File: config.mk
export PLATFORM = sky130hd
export DESIGN_NAME = ssram_write_buffer_flat
export DESIGN_NICKNAME = d
export VERILOG_FILES = /design/src/rtl/ssram_write_buffer_if.sv /design/src/rtl/ssram_write_buffer.sv /design/src/flat_wrapper.sv
export SDC_FILE = /design/constraint.sdc
export NUM_CORES = 1
export LEC_CHECK = 0
export BUFFER_PORTS_ARGS = -buffer_cell sky130_fd_sc_hd__buf_2
export CAP_MARGIN = 25
export CORE_UTILIZATION = 57
export CTS_CLUSTER_SIZE = 30
export DETAILED_ROUTE_END_ITERATION = 6
export PLACE_DENSITY = 0.76
export SYNTH_ARGS = -nofsm -noshare
export SYNTH_HDL_FRONTEND = slang
export SYNTH_SLANG_ARGS = --single-unit
File: constraint.sdc
create_clock -name clk -period 3.8 [get_ports clk]
set_input_delay 0.19 -clock clk [delete_from_list [all_inputs] [get_ports clk]]
set_output_delay 0.19 -clock clk [all_outputs]
set_load 0.005 [all_outputs]
File: src/rtl/ssram_write_buffer_if.sv
// ssram_write_buffer_if
//   Bundles the two request paths around the serial SRAM write buffer.
//   Bus side (CPU / cartridge decoder):
//     bus_address[18:0], bus_valid, bus_write, bus_wdata[7:0]  -> buffer
//     bus_ready, bus_rdata[7:0], bus_rdata_en                  <- buffer
//   Memory side (SRAM controller valid/ready byte port):
//     mem_address[18:0], mem_valid, mem_write, mem_wdata[7:0]  <- buffer
//     mem_ready, mem_rdata[7:0]                                -> buffer
//   Modports:
//     slave  - the write buffer itself
//     master - the environment (bus decoder plus SRAM controller)
interface ssram_write_buffer_if;
  logic [18:0] bus_address;
  logic        bus_valid;
  logic        bus_write;
  logic [7:0]  bus_wdata;
  logic        bus_ready;
  logic [7:0]  bus_rdata;
  logic        bus_rdata_en;

  logic [18:0] mem_address;
  logic        mem_valid;
  logic        mem_ready;
  logic        mem_write;
  logic [7:0]  mem_wdata;
  logic [7:0]  mem_rdata;

  modport slave (
    input  bus_address, bus_valid, bus_write, bus_wdata,
    output bus_ready, bus_rdata, bus_rdata_en,
    output mem_address, mem_valid, mem_write, mem_wdata,
    input  mem_ready, mem_rdata
  );

  modport master (
    output bus_address, bus_valid, bus_write, bus_wdata,
    input  bus_ready, bus_rdata, bus_rdata_en,
    input  mem_address, mem_valid, mem_write, mem_wdata,
    output mem_ready, mem_rdata
  );
endinterface

File: src/rtl/ssram_write_buffer.sv
// ssram_write_buffer
//   Request-side front end for the serial SRAM controller. Byte writes from
//   the CPU are posted into a small circular FIFO so the CPU never waits on
//   the serial write sequence. Reads are forwarded from the newest queued
//   write to the same address when possible; otherwise the FIFO is drained
//   and a single downstream read is issued, keeping memory ordering intact.
//
//   Ports:
//     clk    - system clock, the only clock
//     reset  - synchronous, active-high reset
//     bif    - ssram_write_buffer_if.slave: bus request port and SRAM
//              controller valid/ready port (see interface header)
//
//   Parameters:
//     DEPTH_LOG2 - log2 of the write FIFO depth (1..3)
module ssram_write_buffer #(
  parameter int DEPTH_LOG2 = 2
) (
  input  logic                  clk,
  input  logic                  reset,
  ssram_write_buffer_if.slave   bif
);

  localparam int DEPTH = 1 << DEPTH_LOG2;
  localparam logic [DEPTH_LOG2:0] FULL_COUNT = (DEPTH_LOG2 + 1)'(DEPTH);

  typedef enum logic [1:0] {
    ST_IDLE,
    ST_REQ,
    ST_WAIT
  } state_e;

  // FIFO storage and bookkeeping
  logic [18:0]           fifo_addr_q [DEPTH];
  logic [18:0]           fifo_addr_d [DEPTH];
  logic [7:0]            fifo_data_q [DEPTH];
  logic [7:0]            fifo_data_d [DEPTH];
  logic [DEPTH_LOG2-1:0] head_q, head_d;
  logic [DEPTH_LOG2-1:0] tail_q, tail_d;
  logic [DEPTH_LOG2:0]   count_q, count_d;

  // Pending downstream read
  logic                  rd_pend_q, rd_pend_d;
  logic [18:0]           rd_addr_q, rd_addr_d;

  state_e                state_q, state_d;

  // Registered outputs
  logic                  bus_ready_q, bus_ready_d;
  logic [7:0]            bus_rdata_q, bus_rdata_d;
  logic                  bus_rdata_en_q, bus_rdata_en_d;
  logic                  mem_valid_q, mem_valid_d;
  logic                  mem_write_q, mem_write_d;
  logic [18:0]           mem_address_q, mem_address_d;
  logic [7:0]            mem_wdata_q, mem_wdata_d;

  logic                  push;
  logic                  rd_accept;
  logic                  pop;
  logic                  fwd_hit;
  logic [7:0]            fwd_data;
  logic [DEPTH_LOG2-1:0] fwd_idx;

  // A request is only seen while bus_ready is high; anything else is dropped.
  assign push      = bif.bus_valid & bus_ready_q &  bif.bus_write;
  assign rd_accept = bif.bus_valid & bus_ready_q & ~bif.bus_write;

  // Store-to-load forwarding. Walk the occupied slots oldest to newest so
  // the last match is the newest write. Slots beyond count hold stale data
  // from earlier pops and must never match.
  always_comb begin
    fwd_hit  = 1'b0;
    fwd_data = 8'h00;
    fwd_idx  = head_q;
    for (int i = 0; i < DEPTH; i++) begin
      fwd_idx = head_q + DEPTH_LOG2'(i);
      if (((DEPTH_LOG2 + 1)'(i) < count_q) &&
          (fifo_addr_q[fwd_idx] == bif.bus_address)) begin
        fwd_hit  = 1'b1;
        fwd_data = fifo_data_q[fwd_idx];
      end
    end
  end

  // Next-state logic: FIFO, read tracking and downstream FSM.
  always_comb begin
    // NOTE: every variable gets its hold value first so no path leaves one
    // unassigned, which would otherwise infer a latch.
    state_d        = state_q;
    head_d         = head_q;
    tail_d         = tail_q;
    count_d        = count_q;
    rd_pend_d      = rd_pend_q;
    rd_addr_d      = rd_addr_q;
    fifo_addr_d    = fifo_addr_q;
    fifo_data_d    = fifo_data_q;
    bus_rdata_d    = bus_rdata_q;
    bus_rdata_en_d = 1'b0;
    mem_valid_d    = mem_valid_q;
    mem_write_d    = mem_write_q;
    mem_address_d  = mem_address_q;
    mem_wdata_d    = mem_wdata_q;
    pop            = 1'b0;

    if (push) begin
      fifo_addr_d[tail_q] = bif.bus_address;
      fifo_data_d[tail_q] = bif.bus_wdata;
      tail_d              = tail_q + DEPTH_LOG2'(1);
    end

    if (rd_accept) begin
      if (fwd_hit) begin
        bus_rdata_d    = fwd_data;
        bus_rdata_en_d = 1'b1;
      end else begin
        rd_pend_d = 1'b1;
        rd_addr_d = bif.bus_address;
      end
    end

    unique case (state_q)
      ST_IDLE: begin
        // Queued writes always go first so a pending read observes them.
        if ((count_q != '0) && bif.mem_ready) begin
          mem_address_d = fifo_addr_q[head_q];
          mem_wdata_d   = fifo_data_q[head_q];
          mem_write_d   = 1'b1;
          mem_valid_d   = 1'b1;
          state_d       = ST_REQ;
        end else if (rd_pend_q && (count_q == '0) && bif.mem_ready) begin
          mem_address_d = rd_addr_q;
          mem_write_d   = 1'b0;
          mem_valid_d   = 1'b1;
          state_d       = ST_REQ;
        end
      end
      ST_REQ: begin
        // The controller signals acceptance by dropping ready.
        if (!bif.mem_ready) begin
          mem_valid_d = 1'b0;
          state_d     = ST_WAIT;
        end
      end
      ST_WAIT: begin
        // mem_write still records which kind of access is finishing.
        if (bif.mem_ready) begin
          state_d = ST_IDLE;
          if (mem_write_q) begin
            pop = 1'b1;
          end else begin
            bus_rdata_d    = bif.mem_rdata;
            bus_rdata_en_d = 1'b1;
            rd_pend_d      = 1'b0;
          end
        end
      end
      default: state_d = ST_IDLE;
    endcase

    if (pop) begin
      head_d = head_q + DEPTH_LOG2'(1);
    end

    unique case ({push, pop})
      2'b10:   count_d = count_q + (DEPTH_LOG2 + 1)'(1);
      2'b01:   count_d = count_q - (DEPTH_LOG2 + 1)'(1);
      default: count_d = count_q;
    endcase

    // Registered ready reflects the state after this edge, so a fill or a
    // read miss blocks the very next request.
    bus_ready_d = (count_d < FULL_COUNT) && !rd_pend_d;
  end

  // Control state with synchronous reset.
  always_ff @(posedge clk) begin
    // NOTE: sequential state uses non-blocking assignments so every flop
    // samples pre-edge values regardless of statement order.
    if (reset) begin
      state_q        <= ST_IDLE;
      head_q         <= '0;
      tail_q         <= '0;
      count_q        <= '0;
      rd_pend_q      <= 1'b0;
      rd_addr_q      <= '0;
      bus_ready_q    <= 1'b0;
      bus_rdata_q    <= 8'h00;
      bus_rdata_en_q <= 1'b0;
      mem_valid_q    <= 1'b0;
      mem_write_q    <= 1'b0;
      mem_address_q  <= '0;
      mem_wdata_q    <= 8'h00;
    end else begin
      state_q        <= state_d;
      head_q         <= head_d;
      tail_q         <= tail_d;
      count_q        <= count_d;
      rd_pend_q      <= rd_pend_d;
      rd_addr_q      <= rd_addr_d;
      bus_ready_q    <= bus_ready_d;
      bus_rdata_q    <= bus_rdata_d;
      bus_rdata_en_q <= bus_rdata_en_d;
      mem_valid_q    <= mem_valid_d;
      mem_write_q    <= mem_write_d;
      mem_address_q  <= mem_address_d;
      mem_wdata_q    <= mem_wdata_d;
    end
  end

  // NOTE: FIFO storage has no reset; occupancy is defined by count, so
  // leftover contents are never forwarded or drained.
  always_ff @(posedge clk) begin
    fifo_addr_q <= fifo_addr_d;
    fifo_data_q <= fifo_data_d;
  end

  assign bif.bus_ready    = bus_ready_q;
  assign bif.bus_rdata    = bus_rdata_q;
  assign bif.bus_rdata_en = bus_rdata_en_q;
  assign bif.mem_valid    = mem_valid_q;
  assign bif.mem_write    = mem_write_q;
  assign bif.mem_address  = mem_address_q;
  assign bif.mem_wdata    = mem_wdata_q;

endmodule

File: src/flat_wrapper.sv
// flat-port wrapper written by rule: the top's interface ports become plain ports
module ssram_write_buffer_flat 
#(
  parameter int DEPTH_LOG2 = 2
)
  (clk, reset, bif_bus_address, bif_bus_valid, bif_bus_write, bif_bus_wdata, bif_bus_ready, bif_bus_rdata, bif_bus_rdata_en, bif_mem_address, bif_mem_valid, bif_mem_write, bif_mem_wdata, bif_mem_ready, bif_mem_rdata);
  ssram_write_buffer_if bif_i ();
  input  logic clk;
  input  logic reset;
  input wire logic [$bits(bif_i.bus_address)-1:0] bif_bus_address;
  input wire logic [$bits(bif_i.bus_valid)-1:0] bif_bus_valid;
  input wire logic [$bits(bif_i.bus_write)-1:0] bif_bus_write;
  input wire logic [$bits(bif_i.bus_wdata)-1:0] bif_bus_wdata;
  output wire logic [$bits(bif_i.bus_ready)-1:0] bif_bus_ready;
  output wire logic [$bits(bif_i.bus_rdata)-1:0] bif_bus_rdata;
  output wire logic [$bits(bif_i.bus_rdata_en)-1:0] bif_bus_rdata_en;
  output wire logic [$bits(bif_i.mem_address)-1:0] bif_mem_address;
  output wire logic [$bits(bif_i.mem_valid)-1:0] bif_mem_valid;
  output wire logic [$bits(bif_i.mem_write)-1:0] bif_mem_write;
  output wire logic [$bits(bif_i.mem_wdata)-1:0] bif_mem_wdata;
  input wire logic [$bits(bif_i.mem_ready)-1:0] bif_mem_ready;
  input wire logic [$bits(bif_i.mem_rdata)-1:0] bif_mem_rdata;
  assign bif_i.bus_address = bif_bus_address;
  assign bif_i.bus_valid = bif_bus_valid;
  assign bif_i.bus_write = bif_bus_write;
  assign bif_i.bus_wdata = bif_bus_wdata;
  assign bif_bus_ready = bif_i.bus_ready;
  assign bif_bus_rdata = bif_i.bus_rdata;
  assign bif_bus_rdata_en = bif_i.bus_rdata_en;
  assign bif_mem_address = bif_i.mem_address;
  assign bif_mem_valid = bif_i.mem_valid;
  assign bif_mem_write = bif_i.mem_write;
  assign bif_mem_wdata = bif_i.mem_wdata;
  assign bif_i.mem_ready = bif_mem_ready;
  assign bif_i.mem_rdata = bif_mem_rdata;
  ssram_write_buffer #(.DEPTH_LOG2(DEPTH_LOG2)) u_core (.clk(clk), .reset(reset), .bif(bif_i));
endmodule
# Word level (Yosys, flattened, before mapping)
# Cells that the tools add are included.
# totals
ff_bits	176
latch_bits	0
mem_bits_rw	0
rom_bits	0
inputBits	40
n_memories	0
# op_classes
n_addsub	6
n_mul	0
div	0
n_lt_le_gt_ge	11
n_eq_ne	11
n_shift	0
n_mux	70
bitwise_logic	10
reduce_logical	20
# op_table
operator	n
2-to-1 mux 19 bit	11
binary-select mux 19 bit (select 2 bit)	4
2-to-1 mux 8 bit	18
bitwise mux 76 bit	1
== test 19 bit	4
binary-select mux 8 bit (select 2 bit)	4
demux 19 bit (select 2 bit)	1
bitwise mux 32 bit	1
2-to-1 mux 1 bit	22
demux 8 bit (select 2 bit)	1
>= comparator 3 bit (second input constant)	5
inverter 2 -> 3 bit	5
logical AND 1 bit	9
2-to-1 mux 2 bit	4
< comparator 1 x 3 -> 1 bit (first input constant)	2
< comparator 2 x 3 -> 1 bit (first input constant)	2
case mux 2 bit (3 select lines)	1
case mux 3 bit (2 select lines)	1
AND reduction 2 bit	3
AND reduction 3 bit	2
adder 2 x 1 -> 2 bit (second input constant)	2
adder 2 bit (second input constant)	2
== test 2 x 1 -> 1 bit (second input constant)	2
== test 2 bit (second input constant)	2
14 further kinds	19

# Longest topological paths before layout
# depth
ltp_word	17
ltp_mapped	16

# Least setup slack after synthesis
# No wires, ideal clock.
# synth_timing
path_type	reg-to-reg
from	reg u_core.head_q[0]
to	reg u_core.rd_pend_q
setup_time_ns	0.115
t_arrival_ns	3.084
required_ns	3.685
setup_slack_ns	0.602
stages_incl_launch_ff	14
n_path_buf	5
cell_sequence	dfxtp_1 -> buf_2 -> buf_4 -> buf_2 -> mux4_2 -> xnor2_1 -> o2111ai_1 -> nor3_1 -> nand3_1 -> and4bb_1 -> and2_1 -> clkbuf_1 -> buf_6 -> o21a_1
# synth_via
elab_chain_cells	15
word_cells_on_any_way	36
# synth_rtl
element	line_no	text
start, declared	ssram_write_buffer.sv:38	logic [DEPTH_LOG2-1:0] head_q, head_d;
start signal, assigned	ssram_write_buffer.sv:181	head_q <= '0;
start signal, assigned	ssram_write_buffer.sv:195	head_q <= head_d;
adder 2 x 1 -> 2 bit or inverter 2 -> 3 bit (tied branches)	ssram_write_buffer.sv:76, ssram_write_buffer.sv:78	
inverter 2 -> 3 bit (implied by the code) or binary-select mux 19 bit (select 2 bit) (tied branches)	ssram_write_buffer.sv:78	(fifo_addr_q[fwd_idx] == bif.bus_address)) begin
binary-select mux 19 bit (select 2 bit) or 2-to-1 mux 19 bit (tied branches)	ssram_write_buffer.sv:78	
2-to-1 mux 19 bit (implied by the code)	ssram_write_buffer.sv:78	
2-to-1 mux 19 bit (implied by the code) or == test 19 bit (tied branches)	ssram_write_buffer.sv:78	
== test 19 bit or logical AND 1 bit (tied branches)	ssram_write_buffer.sv:78, ssram_write_buffer.sv:77	
logical AND 1 bit or 2-to-1 mux 1 bit (tied branches)	ssram_write_buffer.sv:77	if (((DEPTH_LOG2 + 1)'(i) < count_q) &&
2-to-1 mux 1 bit (2 in series)	ssram_write_buffer.sv:77	
2-to-1 mux 1 bit (*)	ssram_write_buffer.sv:77	
2-to-1 mux 1 bit (*)	ssram_write_buffer.sv:112	if (fwd_hit) begin
2-to-1 mux 1 bit (*)	ssram_write_buffer.sv:111	if (rd_accept) begin
2-to-1 mux 1 bit	ssram_write_buffer.sv:148	if (mem_write_q) begin
2-to-1 mux 1 bit	ssram_write_buffer.sv:146	if (bif.mem_ready) begin
2-to-1 mux 1 bit (*)	ssram_write_buffer.sv:121	unique case (state_q)
end signal, assigned	ssram_write_buffer.sv:198	rd_pend_q <= rd_pend_d;
end, declared	ssram_write_buffer.sv:43	logic rd_pend_q, rd_pend_d;
# Mark *: on every way between the ends. The rest lies on a longest branch, timed or not. The select of a mux whose other input is x is not followed.
# A chain may end at the register's enable or synchronous reset.

# Worst setup path after layout
# layout_timing
from	reg u_core.head_q[1]
to	reg u_core.bus_rdata_q[5], in the netlist u_core.bif.bus_rdata[5]
# layout_via
elab_chain_cells	15
word_cells_on_any_way	52
# layout_rtl
element	line_no	text
adder 2 x 1 -> 2 bit or inverter 2 -> 3 bit (tied branches)	ssram_write_buffer.sv:76, ssram_write_buffer.sv:78, ssram_write_buffer.sv:80	
inverter 2 -> 3 bit (implied by the code) or binary-select mux 19 bit (select 2 bit) (tied branches)	ssram_write_buffer.sv:78, ssram_write_buffer.sv:80	
binary-select mux 19 bit (select 2 bit) or 2-to-1 mux 19 bit (tied branches)	ssram_write_buffer.sv:78	
2-to-1 mux 19 bit (implied by the code)	ssram_write_buffer.sv:78	
2-to-1 mux 19 bit (implied by the code) or == test 19 bit (tied branches)	ssram_write_buffer.sv:78	
== test 19 bit or logical AND 1 bit (tied branches)	ssram_write_buffer.sv:78, ssram_write_buffer.sv:77	
logical AND 1 bit, or another cell as far along	ssram_write_buffer.sv:77	
2-to-1 mux 8 bit or 2-to-1 mux 1 bit (tied branches) (3 in series)	ssram_write_buffer.sv:77	
2-to-1 mux 8 bit (*)	ssram_write_buffer.sv:112	
2-to-1 mux 8 bit (*)	ssram_write_buffer.sv:111	
2-to-1 mux 8 bit	ssram_write_buffer.sv:148	
2-to-1 mux 8 bit	ssram_write_buffer.sv:146	
2-to-1 mux 8 bit (*)	ssram_write_buffer.sv:121	
end signal, assigned	ssram_write_buffer.sv:201	bus_rdata_q <= bus_rdata_d;
end, declared	ssram_write_buffer.sv:50	logic [7:0] bus_rdata_q, bus_rdata_d;
# Marked as above.

==> run_results.csv <==
group,metric,value,unit
layout,stdcell_count,1297,
timing,post-route-period-util,93.5,%
global_routing,grtUsageTotal,30.4,%
timing,fmax,0.281,GHz
synthesis,synth_cell_types,73,
synthesis,yosysSeqAreaShare,42.1,%
floorplanning,row_count,50,
timing,slew_headroom,40.2,%
clock_network,htree_levels,4,
min_path,hp-class,"primary input to flop",
timing,fin_skew,0.00650,ns
critical_path,cp-end-kind,"flop",
floorplanning,start_util,58.3,%
critical_path,cp.required,4.10,ns
global_routing,antenna_found_initial,1,
synthesis,synth-async-reset-ratio,0,%
critical_path,cp_slowest_cell,"or4_1",
floorplanning,io_pins,79,
critical_path,max_stage_delay,0.60,ns
clock_network,clk_pin_slew,0.07,ns
floorplanning,die_area,19700,µm²
clock_network,clock_latency,0.43,ns
global_routing,grt_first_pass_wirelength,45300,µm
drt,num_vias,8496,
place,dpl.hpwl,20400,µm
layout,drive_gt1_share,20.5,%
synthesis,synth_edf_count,108,
run,cap_violations,0,
drt,ant_nets,0,
clock_network,cts_tree,"yes",
drt,dr.first_iter.drc_count,987,
timing,final.setup.tns,0,ns
synthesis,postSynthCellCount,993,
drt,via_per_inst,6.55,
timing,report.final.hold_viol_count,0,
global_routing,grt_overflow_total,0,
synthesis,synth_fp_nets,1043,
floorplanning,die_w,140,µm
synthesis,yosys_warnings,0,
drt,first_pass_iters,7,
synthesis,postSynthAreaPerCell,11.0,µm²
global_routing,grt_pass1_vias,7873,
floorplanning,core_area,18800,µm²
clock_network,cts_buffer_depth,2,
clock_network,root_buffer,"clkbuf_16",
synthesis,synth-seq-cells,176,
power,ir_drop,0.307,mV
global_routing,grt_max_degree,60,
run_status,status,"finished with violations",
critical_path,cp_max_fo,14,
layout,nets,1099,
clock_network,clock-sinks,176,
layout,num-fill-cells,1470,
layout,multi_input_area,5810,µm²
critical_path,crit_chain,"buf_4, mux4_2, xnor2_1, nand2_1, or4_1, nor3_1, buf_4, o21ai_0, a211oi_1, a211oi_1",
place,gp_congestion,0.985,
drt,wl_per_cell,22.5,µm
critical_path,cp_num_buf_inv,2,
layout,final_core_util,64.8,%
critical_path,crit_family,"simple AND/OR/NAND/NOR gates",
timing,rsz0062_at_grt,"no",
run_status,violations,"design-rule violations",
drt,drt-total-wl,29200,µm
place,port_buffers,78,
place,placed_cells,1254,
synthesis,syn_area,10900,µm²
timing,drv_slew,0,
timing,tightestPinTransition,0.894,ns
power,p_leak,0.00400,µW
timing,finalSetupViolations,0,
timing,finalCriticalPeriod,3.55,ns
floorplanning,die_h,140,µm
clock_network,numCtsBuffers,17,
synthesis,synth-main-ff-cell,"edfxtp_1",
drt,drc,2,
timing,fin_hold_ws,0.113,ns
power,powerDensity,348,nW/µm²
critical_path,start_kind,"flop",
critical_path,critPathKind,"flop to flop",
layout,regArea,4610,µm²
layout,syn_to_final_growth,11.2,%
critical_path,crit_arrival,3.85,ns
synthesized netlist by cell type, types with 5 or more instances:
cell       count  area, µm²
buf_6         13        146
nor2_1        81        304
dfxtp_1       68       1360
and2_1         9       56.3
mux2_1         6       67.6
a221oi_1       7       61.3
a311oi_1      15        131
clkbuf_1      46        173
buf_1          7       26.3
ha_1          10        125
inv_1         20       75.1
nor2b_1        9       56.3
a211o_1       10       87.6
edfxtp_1     108       3240
a21oi_1       34        170
nor3_1        22        110
o21ai_0       17       85.1
a211oi_1      22        165
mux4_2        46       1040
or3_1         10       62.6
buf_2         12       60.1
o2bb2ai_1      5       43.8
xnor2_1       68        596
nand2b_1      45        282
nand4_1       15       93.8
o2111ai_1      8       70.1
xor2_1         7       61.3
nand2_1       68        255
mux2i_1       90        901
and3_1         6       37.5
mux2_2        21        236
nor4_1         8       50.1
flip-flops by register name, summed over array words and instances, names as in the netlist, 2 cells and up:
register,count
u_core.head_q,2
u_core.rd_addr_q,19
u_core.fifo_data_q,32
u_core.bif.mem_address,19
u_core.tail_q,2
u_core.state_q,2
u_core.count_q,3
u_core.bif.bus_rdata,8
u_core.bif.mem_wdata,8
u_core.fifo_addr_q,76
path summary, 6_finish.rpt:
path | from | to | slack [ns] | cells after the start
max | u_core.head_q[1]$_SDFFE_PP0P_ | u_core.bif.bus_rdata[5]$_SDFF_PP0_ | 0.25 | 10
min reg2reg | u_core.rd_addr_q[6]$_SDFFE_PP0P_ | u_core.rd_addr_q[6]$_SDFFE_PP0P_ | 0.48 | 2
min | bif_bus_address[12] | u_core.fifo_addr_q[12]$_DFFE_PP_ | 0.11 | 1
max reg2reg | u_core.head_q[1]$_SDFFE_PP0P_ | u_core.bif.bus_rdata[5]$_SDFF_PP0_ | 0.25 | 10
metrics by stage:
step           area (µm²)  setup WS, ns  power [µW]
2_1_floorplan       10900         0.602        2350
3_3_place_gp        11400         0.278        2450
3_5_place_dp        11400         0.212        2460
4_1_cts             12100         0.194        4230
5_1_grt             12200       0.00956        4360
6_report            12200         0.247        4230
kinds of logic after synthesis:
logic type | after synthesis | synth area share [%]
AOI/OAI and AO/OA | 171 | 11.9
xor gates and xnor gates | 75 | 6.01
adders and majority gates | 10 | 1.14
buffers and inverters | 104 | 4.74
DFF | 176 | 42.1
muxes | 164 | 20.6
and+or+nand+nor | 293 | 13.5
placed cells by master, fill, tap and decap left out, types with 4 or more instances in the layout:
cell           Yosys  routed
or3_1             10      10
dfxtp_1           68      66
a221oi_1           7       7
inv_1             20      20
mux2i_1           90      90
a2bb2oi_1          4       4
buf_2             12      78
xor2_1             7       7
mux4_2            46      46
o311ai_0           4       4
ha_1              10      10
nand3_1            4       4
o211a_1            4       4
buf_4              4      28
dlygate4sd3_1      0       9
a211oi_1          22      22
nor2b_1            9       9
o21ai_0           17      17
mux2_1             6       6
xnor2_1           68      68
clkbuf_16          0      17
and3_1             6       6
nor2_1            81      81
o22ai_1            4       4
nor3_1            22      22
a311oi_1          15      15
o2bb2ai_1          5       5
nand2_1           68      68
a21oi_1           34      34
and2_1             9       9
edfxtp_1         108     108
nand4_1           15      15
a211o_1           10      10
clkinv_1           2       4
mux2_2            21      21
nand2b_1          45      45
and4_1             4       4
o2111ai_1          8       8
nor4_1             8       8
repair_timing:
action,4_1_cts,5_1_grt
gates resized for setup,0,2
endpoints found under the setup margin,0,25
hold buffers,9,0
hold endpoints to repair,33,0
setup buffers,0,1
area by class of cell:
cell class              count  area share (%)
repair buffers            119            6.23
clock inverters            14            1.36
clock buffers              18            3.53
inverters                  22           0.680
diodes                      1          0.0206
multi-input cells         713            47.8
well taps                 234            2.41
flip-flops and latches    176            37.9
per-layer routing:
| metal | vias to the layer above | part of all wire (%) | track usage (%) |
|---|---|---|---|
| met5 | - | 0 | 0 |
| met2 | 489 | 43 | 43.9 |
| li1 | 3846 | - | - |
| met1 | 4100 | 43 | 44.4 |
| met3 | 61 | 10 | 7.35 |
| met4 | 0 | 2.9 | 11.3 |
report_power, final:
group,switching (µW),internal (µW),total [µW]
clock network,762,1030,1800
logic,209,137,346
registers,25.2,2060,2090
total,996,3230,4230
Power figures use the tool's default switching activity.
